## src/rtl/imm_extend_pipe.sv

```systemverilog
// imm_extend_pipe
//   Registered immediate extender with a valid/ready handshake and a
//   2-entry skid buffer. It sits between the instruction-decode register
//   and the ALU-B / branch-adder muxes.
//
//   ExtMode: 00 zero-extend, 01 sign-extend,
//            10 upper (imm << (OUT_W-IN_W)), 11 sign-extend then << SHIFT.
//
// Ports
//   CLK             clock, rising edge
//   Reset           asynchronous active-low reset
//   immediate       raw IN_W-bit immediate field
//   ExtMode         extension mode
//   in_valid        immediate/ExtMode valid this cycle
//   in_ready        block can accept input (depends only on state)
//   extendImmediate OUT_W-bit extended result of the presented entry
//   sign_out        immediate[IN_W-1] of the presented entry
//   out_valid       extendImmediate is valid
//   out_ready       consumer accepts this cycle
module imm_extend_pipe #(
  parameter int unsigned IN_W  = 16,
  parameter int unsigned OUT_W = 32,
  parameter int unsigned SHIFT = 2
) (
  input  logic             CLK,
  input  logic             Reset,
  input  logic [IN_W-1:0]  immediate,
  input  logic [1:0]       ExtMode,
  input  logic             in_valid,
  output logic             in_ready,
  output logic [OUT_W-1:0] extendImmediate,
  output logic             sign_out,
  output logic             out_valid,
  input  logic             out_ready
);

  localparam int unsigned PAD = OUT_W - IN_W;

  typedef enum logic [1:0] {
    ST_EMPTY = 2'b00,
    ST_ONE   = 2'b01,
    ST_FULL  = 2'b10
  } state_e;

  state_e            state_q, state_d;
  logic [OUT_W-1:0]  m_res_q, m_res_d;
  logic              m_sign_q, m_sign_d;
  logic [OUT_W-1:0]  s_res_q, s_res_d;
  logic              s_sign_q, s_sign_d;

  logic [OUT_W-1:0]  zext;
  logic [OUT_W-1:0]  sext;
  logic [OUT_W-1:0]  new_res;
  logic              new_sign;
  logic              in_xfer;
  logic              out_xfer;

  // Extension is computed on the input side so the output is a plain register.
  always_comb begin
    zext     = {{PAD{1'b0}}, immediate};
    sext     = {{PAD{immediate[IN_W-1]}}, immediate};
    new_sign = immediate[IN_W-1];
    case (ExtMode)
      2'b00:   new_res = zext;
      2'b01:   new_res = sext;
      2'b10:   new_res = {immediate, {PAD{1'b0}}};
      default: new_res = sext << SHIFT;
    endcase
  end

  assign in_ready        = (state_q != ST_FULL);
  assign out_valid       = (state_q != ST_EMPTY);
  assign extendImmediate = m_res_q;
  assign sign_out        = m_sign_q;

  assign in_xfer  = in_valid  & in_ready;
  assign out_xfer = out_valid & out_ready;

  always_comb begin
    state_d  = state_q;
    m_res_d  = m_res_q;
    m_sign_d = m_sign_q;
    s_res_d  = s_res_q;
    s_sign_d = s_sign_q;
    case (state_q)
      ST_EMPTY: begin
        if (in_xfer) begin
          m_res_d  = new_res;
          m_sign_d = new_sign;
          state_d  = ST_ONE;
        end
      end
      ST_ONE: begin
        if (in_xfer && out_xfer) begin
          m_res_d  = new_res;
          m_sign_d = new_sign;
        end else if (in_xfer) begin
          s_res_d  = new_res;
          s_sign_d = new_sign;
          state_d  = ST_FULL;
        end else if (out_xfer) begin
          // M keeps its last value so the idle output does not change.
          state_d = ST_EMPTY;
        end
      end
      ST_FULL: begin
        if (out_xfer) begin
          m_res_d  = s_res_q;
          m_sign_d = s_sign_q;
          s_res_d  = '0;
          s_sign_d = 1'b0;
          state_d  = ST_ONE;
        end
      end
      default: state_d = ST_EMPTY;
    endcase
  end

  always_ff @(posedge CLK or negedge Reset) begin
    if (!Reset) begin
      state_q  <= ST_EMPTY;
      m_res_q  <= '0;
      m_sign_q <= 1'b0;
      s_res_q  <= '0;
      s_sign_q <= 1'b0;
    end else begin
      state_q  <= state_d;
      m_res_q  <= m_res_d;
      m_sign_q <= m_sign_d;
      s_res_q  <= s_res_d;
      s_sign_q <= s_sign_d;
    end
  end

endmodule

```

## config.mk

```make
export PLATFORM = sky130hd
export DESIGN_NAME = imm_extend_pipe
export DESIGN_NICKNAME = d
export VERILOG_FILES = /design/src/rtl/imm_extend_pipe.sv
export SDC_FILE = /design/constraint.sdc
export NUM_CORES = 1
export LEC_CHECK = 0
export CORE_ASPECT_RATIO = 0.75
export CORE_MARGIN = 2
export CORE_UTILIZATION = 25
export DETAILED_ROUTE_END_ITERATION = 16
export GPL_ROUTABILITY_DRIVEN = 0
export PLACE_DENSITY_LB_ADDON = 0.2
export SLEW_MARGIN = 20
export SYNTH_ARGS = -nofsm -noshare
export SYNTH_HDL_FRONTEND = slang
export SYNTH_SLANG_ARGS = --single-unit
```

## constraint.sdc

```tcl
create_clock -name CLK -period 1.49 [get_ports CLK]
set_input_delay 0.298 -clock CLK [delete_from_list [all_inputs] [get_ports CLK]]
set_output_delay 0.298 -clock CLK [all_outputs]
set_load 0.05 [all_outputs]
```

# Word-level counts from Yosys, hierarchy flattened
# Index checks and enable logic that the tools add are counted.
# word_totals
ff_bits,68
latchBits,0
ramBits,0
romBits,0
input_bits,22
out_inout_bits,35
elab_cells,48
n_memories,0
# classes
addsub,0
multipliers,0
n_div,0
order_cmp,0
n_eq_ne,11
n_shift,0
mux,21
bitwise,2
reduce_logical,9
# ops
op,n
one-hot mux 32 bit (3 select lines),2
2-to-1 mux 32 bit,5
one-hot mux 32 bit (2 select lines),1
"!= test 2 bit, second input constant",6
AND reduction 4 bit,3
2-to-1 mux 2 bit,5
one-hot mux 2 bit (3 select lines),1
2-to-1 mux 1 bit,5
"== test 2 x 1 -> 1 bit, second input constant",2
"== test 2 bit, second input constant",2
logical NOT 2 bit,2
nonzero test 2 bit,2
"!= test 3 bit, second input constant",1
one-hot mux 1 bit (3 select lines),1
nonzero test 3 bit,1
bitwise AND 1 bit,2
one-hot mux 1 bit (2 select lines),1
logical AND 1 bit,1

# Logic depth before layout (Yosys ltp)
# Gate-level depths: netlist of the first run.
# logic_depth
ltp_word,6
mapped_depth,7
depth_no_buf,4

# Worst setup path after synthesis of the first run
# No wires, ideal clock.
# synth_path
path_type,register to register
from,reg state_q[1]
to,reg m_res_q[18] (netlist: extendImmediate[18])
setup_ns,0.125
t_arrival_ns,1.575
required_ns,1.365
path_slack_ns,-0.210
path_stages_with_launch,8
n_path_buf,3
synth_period_minus_slack_ns,1.700
path_cell_list,dfrtp_1 > buf_2 > nor2b_1 > buf_2 > inv_2 > buf_2 > a31oi_1 > mux2_4
# synth_via
elab_chain_cells,5
elab_cells_between_ends,14
cone_classes,6 x eq/ne; 1 x mux; 2 x bitwise; 5 x reduce/logical
# synth_lines
item,line,source
from (decl),45,"state_e state_q, state_d;"
from (signal assigned),127,state_q <= state_d;
!= test 2 bit *,71,assign in_ready = (state_q != ST_FULL);
net in_ready,30,"output logic in_ready,"
bitwise AND 1 bit *,76,assign in_xfer = in_valid & in_ready;
logical AND 1 bit,94,if (in_xfer && out_xfer) begin
!= test 2 bit (no line),-,
AND reduction 4 bit (no line) *,-,
to (signal assigned),128,m_res_q <= m_res_d;
to (decl),46,"logic [OUT_W-1:0] m_res_q, m_res_d;"
# The timed path passes the listed nets; every way through them passes the cells marked *.
# A chain may end at the register's enable or synchronous reset.

# Worst setup path after layout of the first run
# layout_path
from,reg state_q[1]
to,reg s_res_q[27]
# layout_via
elab_chain_cells,5
elab_cells_between_ends,13
cone_classes,6 x eq/ne; 1 x mux; 2 x bitwise; 4 x reduce/logical
# layout_lines
item,line,source
!= test 2 bit or nonzero test 2 bit (tied branches),"71, 72",
"bitwise AND 1 bit, on equally long branches","76, 77",
logical AND 1 bit,94,
!= test 2 bit (no line),-,
AND reduction 4 bit (no line),-,
to (signal assigned),130,s_res_q <= s_res_d;
to (decl),48,"logic [OUT_W-1:0] s_res_q, s_res_d;"
# Parallel ways exist; a longest one is shown, timed or not.

==> flow_summary.json, run 1 <==
{
  "status": "complete, but fails checks",
  "violations": "negative setup slack",
  "hp-class": "input port to flop",
  "gr-total-overflow": 0,
  "synth-main-ff-cell": "dfrtp_1",
  "syn_avg_cell_area_um2": 10.49,
  "seq_area_um2": 1703,
  "stdcell_count": 623,
  "dieWidth_um": 142.5,
  "final_util": 0.4236,
  "rsz0062_at_grt": "yes",
  "clock.fmax_mhz": 605.1,
  "viasPerCell": 4.833,
  "fin_nets": 465,
  "maxCapViolCount": 0,
  "synth-edff-count": 0,
  "yosysSeqAreaShare": 0.4730,
  "port_buffers": 56,
  "clock_latency_ps": 340,
  "num_io_pins": 57,
  "clockBufferDepth": 2,
  "hpwl_um": 7106,
  "path_clk_slew_ps": 50,
  "timing.hold.ws_ps": 399.3,
  "min_path_cells": 3,
  "drtIter0Drc": 172,
  "synth_commonest_cells": "68 x dfrtp_1, 31 x nand2_1, 30 x a31oi_1",
  "leakagePower_nw": 2.628,
  "gr-usage-all-layers": 0.1407,
  "drive_gt1_frac": 0.4063,
  "start_kind": "flop",
  "setup_violations": 60,
  "relSlewSlack": 0.7460,
  "synth_most_common_cell": "dfrtp_1",
  "area_growth_pct": 63.55,
  "grt_pass1_vias": 3054,
  "hold_viol_final": 0,
  "grt_start_max_net_pins": 69,
  "antenna_found_initial": 0,
  "cts-buffers-inserted": 9,
  "finalWorstSetupSlack_ps": -162.7,
  "worst_pin_slew_ps": 380.9,
  "yosysUniqueCellTypes": 32,
  "arrival_ps": 1870,
  "n_antenna_cell": 0,
  "clkSinkCount": 68,
  "yosys.area.top_type": "dfrtp_1",
  "dp.cells": 594,
  "clockRootBuffer": "clkbuf_16",
  "grt_pass1_wl_um": 16650,
  "vdd_drop_max_v": 0.0007706,
  "synth_area_um2": 3597,
  "post_drt_wl_per_cell_um": 17.30,
  "vias": 3011,
  "fillCellCount": 1314,
  "ys_seq_elements": 68,
  "core_um2": 13890,
  "drc": 0,
  "critical_path_class": "flop to flop",
  "cts_tree": "built",
  "syn_inst": 343,
  "endpoint_kind": "flop",
  "synth_nets": 365,
  "htreeDepth": 3,
  "period_minus_slack_ps": 1653,
  "synth_top_area_share": 0.4730,
  "worstPathMaxFanout": 19,
  "drtAntennaViolNets": 0,
  "setup_tns_ps": -5548,
  "async_flop_share": 1.000,
  "period_share": 1.109,
  "skew_ps": 3.126,
  "die_h_um": 107.9,
  "die_area_um2": 15370,
  "num_rows": 37,
  "p_per_area_nw_per_um2": 1719,
  "ys_warn_count": 0,
  "power_mw": 10.12,
  "crit_required_ps": 1710,
  "synth.area.top_cells": "dfrtp_1 47%, mux2_2 6.6%, mux2_4 5.4%",
  "multi_input_area_um2": 1909,
  "slew_violations": 0,
  "first_pass_iters": 4,
  "rr_worst_depth": 5,
  "start_util": 0.2590,
  "routed_wl_um": 10780
}
## critical path, cell delays in order, from the launching register on
cell     delay, ps
dfrtp_2        440
buf_6          120
and3b_2        240
a31oi_4        190
buf_12         200
mux2_2         350
## per-stage QoR
step                      area, um2  setup slack, ps
final                          5883           -162.7
after floorplan                3626           -75.72
after detailed placement       5067           -493.4
after global placement         5067           -458.3
after global routing           5883           -214.7
after CTS                      5428           -155.0
## path summary, 6_finish.rpt
| path | startpoint | to | slack (ps) |
|---|---|---|---|
| worst min-delay path | out_ready | state_q[1] | 400 |
| worst max register to register | state_q[1] | s_res_q[27] | -160 |
| worst min register to register | s_sign_q | s_sign_q | 500 |
| min in group asynchronous | Reset | extendImmediate[5] | 520 |
| max in group asynchronous | Reset | state_q[1] | 660 |
| worst max-delay path | state_q[1] | s_res_q[27] | -160 |
## cells by family (layout without fill, tap and decap cells)
kind of cell,Yosys count,after routing,synth area share
AO/OA/AOI/OAI,86,86,0.1656
AND/OR/NAND/NOR,84,84,0.1235
flip-flops,68,68,0.4730
buffers and inverters,54,159,0.07060
multiplexers,51,51,0.1673
## repair_timing
item,CTS,global route
resized for setup,7,61
buffers inserted,4,6
cloned,0,2
endpoints found under the setup margin,58,69
hold endpoints to repair,11,0
pin swaps,0,9
hold buffers,1,0
## final cells by class
cell class                 instances  area share
multi-input combinational        221      0.3245
tap                              175     0.03722
timing repair buffer             123      0.2875
clock inverter                     1   0.0008507
sequential                        68      0.2895
inverter                          20     0.01319
clock buffer                      15     0.04721
## flip-flops by register name (all words and copies together) (netlist names)
register	count
extendImmediate	32
s_res_q	32
state_q	2
s_sign_q	1
sign_out	1
## power breakdown
group | switching (mW) | internal, mW | leakage [nW]
clock network | 0.790 | 1.26 | 0.140
registers | 0.624 | 2.60 | 0.815
logic | 2.30 | 2.54 | 1.67
total | 3.71 | 6.40 | 2.63
## routing by layer
metal / wire, um / part of all wire / up-vias / GRT usage
met3: 432 / 0.040 / 8 / 0.03292
met5: 0 / 0 / - / 0
met1: 5392 / 0.50 / 1497 / 0.2086
met2: 4856 / 0.45 / 65 / 0.2019
li1: - / - / 1441 / -
met4: 100 / 0.0093 / 0 / 0.04031
## layout by cell type (no fill, tap or decap), drive strengths merged, types with 14 or more instances in the layout
cell type,synthesis,routed
clkbuf,18,17
dfrtp,68,68
mux2i,17,17
nand2,31,31
a21oi,17,17
a211o,14,14
mux2,34,34
buf,16,100
a211oi,17,17
nand3b,15,15
clkdlybuf4s50,0,19
inv,20,20
a31oi,31,31
nor2,16,16
nor3b,14,14
Power figures use the tool's default switching activity.
==> run 2, diff against run 1 <==
--- a/config.mk
+++ b/config.mk
@@ -11,6 +11,7 @@
 export DETAILED_ROUTE_END_ITERATION = 16
 export GPL_ROUTABILITY_DRIVEN = 0
 export PLACE_DENSITY_LB_ADDON = 0.2
+export SKIP_CTS_REPAIR_TIMING = 1
 export SLEW_MARGIN = 20
 export SYNTH_ARGS = -nofsm -noshare
 export SYNTH_HDL_FRONTEND = slang
==> run 2 against run 1 <==
Net effect: the run ends with negative hold slack, negative setup slack left; clock-buffer cell count stayed put; register-to-register slack better by 20 ps; critical path depth is 1 lower; largest power group unchanged.
==> flow_summary.json, run 2 (same netlist as run 1, synthesis figures left out) <==
{
  "drtAntennaViolNets": 0,
  "rr_startpoint": "state_q[0]",
  "relSlewSlack": 0.7479,
  "cp_slowest_stage_delay_ps": 400,
  "gr-total-overflow": 0,
  "drive_gt1_frac": 0.3811,
  "cts-buffers-inserted": 9,
  "rr_worst_depth": 6,
  "path_clk_slew_ps": 50,
  "drc": 0,
  "hpwl_um": 7106,
  "skew_ps": 3.356,
  "htreeDepth": 3,
  "dp.cells": 594,
  "num_io_pins": 57,
  "timing.hold.ws_ps": -19.24,
  "drtIter0Drc": 176,
  "r2r_slack_ps": -140,
  "layout_common_cells": "67 x dfrtp_1, 46 x buf_12, 45 x buf_4, 31 x nand2_1, 25 x a31oi_1",
  "n_antenna_cell": 0,
  "layout_commonest_cell": "dfrtp_1",
  "die_area_um2": 15370,
  "worstPathMaxFanout": 7,
  "first_pass_iters": 4,
  "leakagePower_nw": 2.616,
  "fin_nets": 471,
  "num_rows": 37,
  "area_growth_pct": 58.99,
  "viasPerCell": 4.763,
  "stdcell_count": 629,
  "period_minus_slack_ps": 1637,
  "maxCapViolCount": 0,
  "cts_tree": "built",
  "crit_required_ps": 1190,
  "violations": "negative hold slack, negative setup slack",
  "start_kind": "flop",
  "cpMaxStageDelayCell": "dfrtp_1",
  "arrival_ps": 1340,
  "core_um2": 13890,
  "grt_pass1_vias": 3027,
  "rr_endpoint": "sign_out",
  "period_share": 1.099,
  "final_util": 0.4118,
  "endpoint_kind": "primary output",
  "hold_viol_final": 30,
  "clockBufferDepth": 2,
  "dpl-instance-area_um2": 5067,
  "grt_pass1_wl_um": 16480,
  "clkSinkCount": 68,
  "start_util": 0.2590,
  "antenna_found_initial": 0,
  "routed_wl_um": 10540,
  "hp-class": "input port to asynchronous set/reset pin",
  "grt_start_max_net_pins": 69,
  "gr-usage-all-layers": 0.1397,
  "clock.fmax_mhz": 611.0,
  "clock_latency_ps": 330,
  "clockRootBuffer": "clkbuf_16",
  "setup_violations": 45,
  "p_per_area_nw_per_um2": 1727,
  "vdd_drop_max_v": 0.0007690,
  "worst_pin_slew_ps": 378.1,
  "vias": 2996,
  "rsz0062_at_grt": "yes",
  "finalWorstSetupSlack_ps": -146.8,
  "stdcell_area_um2": 5719,
  "critical_path_class": "flop to primary output",
  "dieWidth_um": 142.5,
  "crit_chain": "buf_6 > nor2b_4 > clkinv_4 > buf_8",
  "slew_violations": 0,
  "post_drt_wl_per_cell_um": 16.75,
  "die_h_um": 107.9,
  "status": "complete, but fails checks",
  "port_buffers": 56,
  "setup_tns_ps": -2779
}
## run 2: changes by cell type in the layout (fill, tap and decap cells not counted), sizes merged
cell,previous run,this run
clkbuf,17,16
clkinv,1,2
dlygate4sd3,1,0
buf,100,108
inv,20,19
## run 2: metrics by stage
step | total power, mW | setup WS, ps
finish | 9.879 | -146.8
global route | 10.35 | -189.0
CTS | 9.711 | -288.0
detailed placement | 7.621 | -493.4
global placement | 7.570 | -458.3
floorplan | 5.440 | -75.72
## run 2: worst max path at each step
stage | startpoint | endpoint | slack [ps] | depth (start not counted)
after floorplan | state_q[0] | s_res_q[16] | -80 | 5
after global placement | out_ready | extendImmediate[22] | -460 | 5
after detailed placement | out_ready | extendImmediate[20] | -490 | 5
after CTS | state_q[1] | in_ready | -290 | 4
after global routing | state_q[1] | in_ready | -190 | 4
final | state_q[0] | in_ready | -150 | 4
## run 2: layout make-up
cell class / count / area [um2]
multi-input combinational: 221 / 1748
sequential: 68 / 1703
clock inverter: 1 / 5.005
fill: 1331 / 8169
clock buffer: 15 / 277.8
inverter: 20 / 80.08
tap: 175 / 219.0
timing repair buffer: 129 / 1687
## run 2: where the power goes
| group | leakage (nW) | internal (mW) | switching [mW] |
|---|---|---|---|
| combinational | 1.66 | 2.44 | 2.20 |
| clock | 0.140 | 1.26 | 0.773 |
| sequential | 0.815 | 2.60 | 0.609 |
## run 2: worst max-delay path: cells and delay by family (launching register included)
family / cells / cell delay (ps)
flip-flops: 1 / 400
AND/OR/NAND/NOR: 1 / 170
buffers and inverters: 3 / 430
## run 2: metal layers
layer	track usage	wire [um]	vias up
li1	-	-	1448
met1	0.2086	5380	1479
met2	0.1985	4660	62
met3	0.03292	421	7
met4	0.04031	76	0
met5	0	0	-
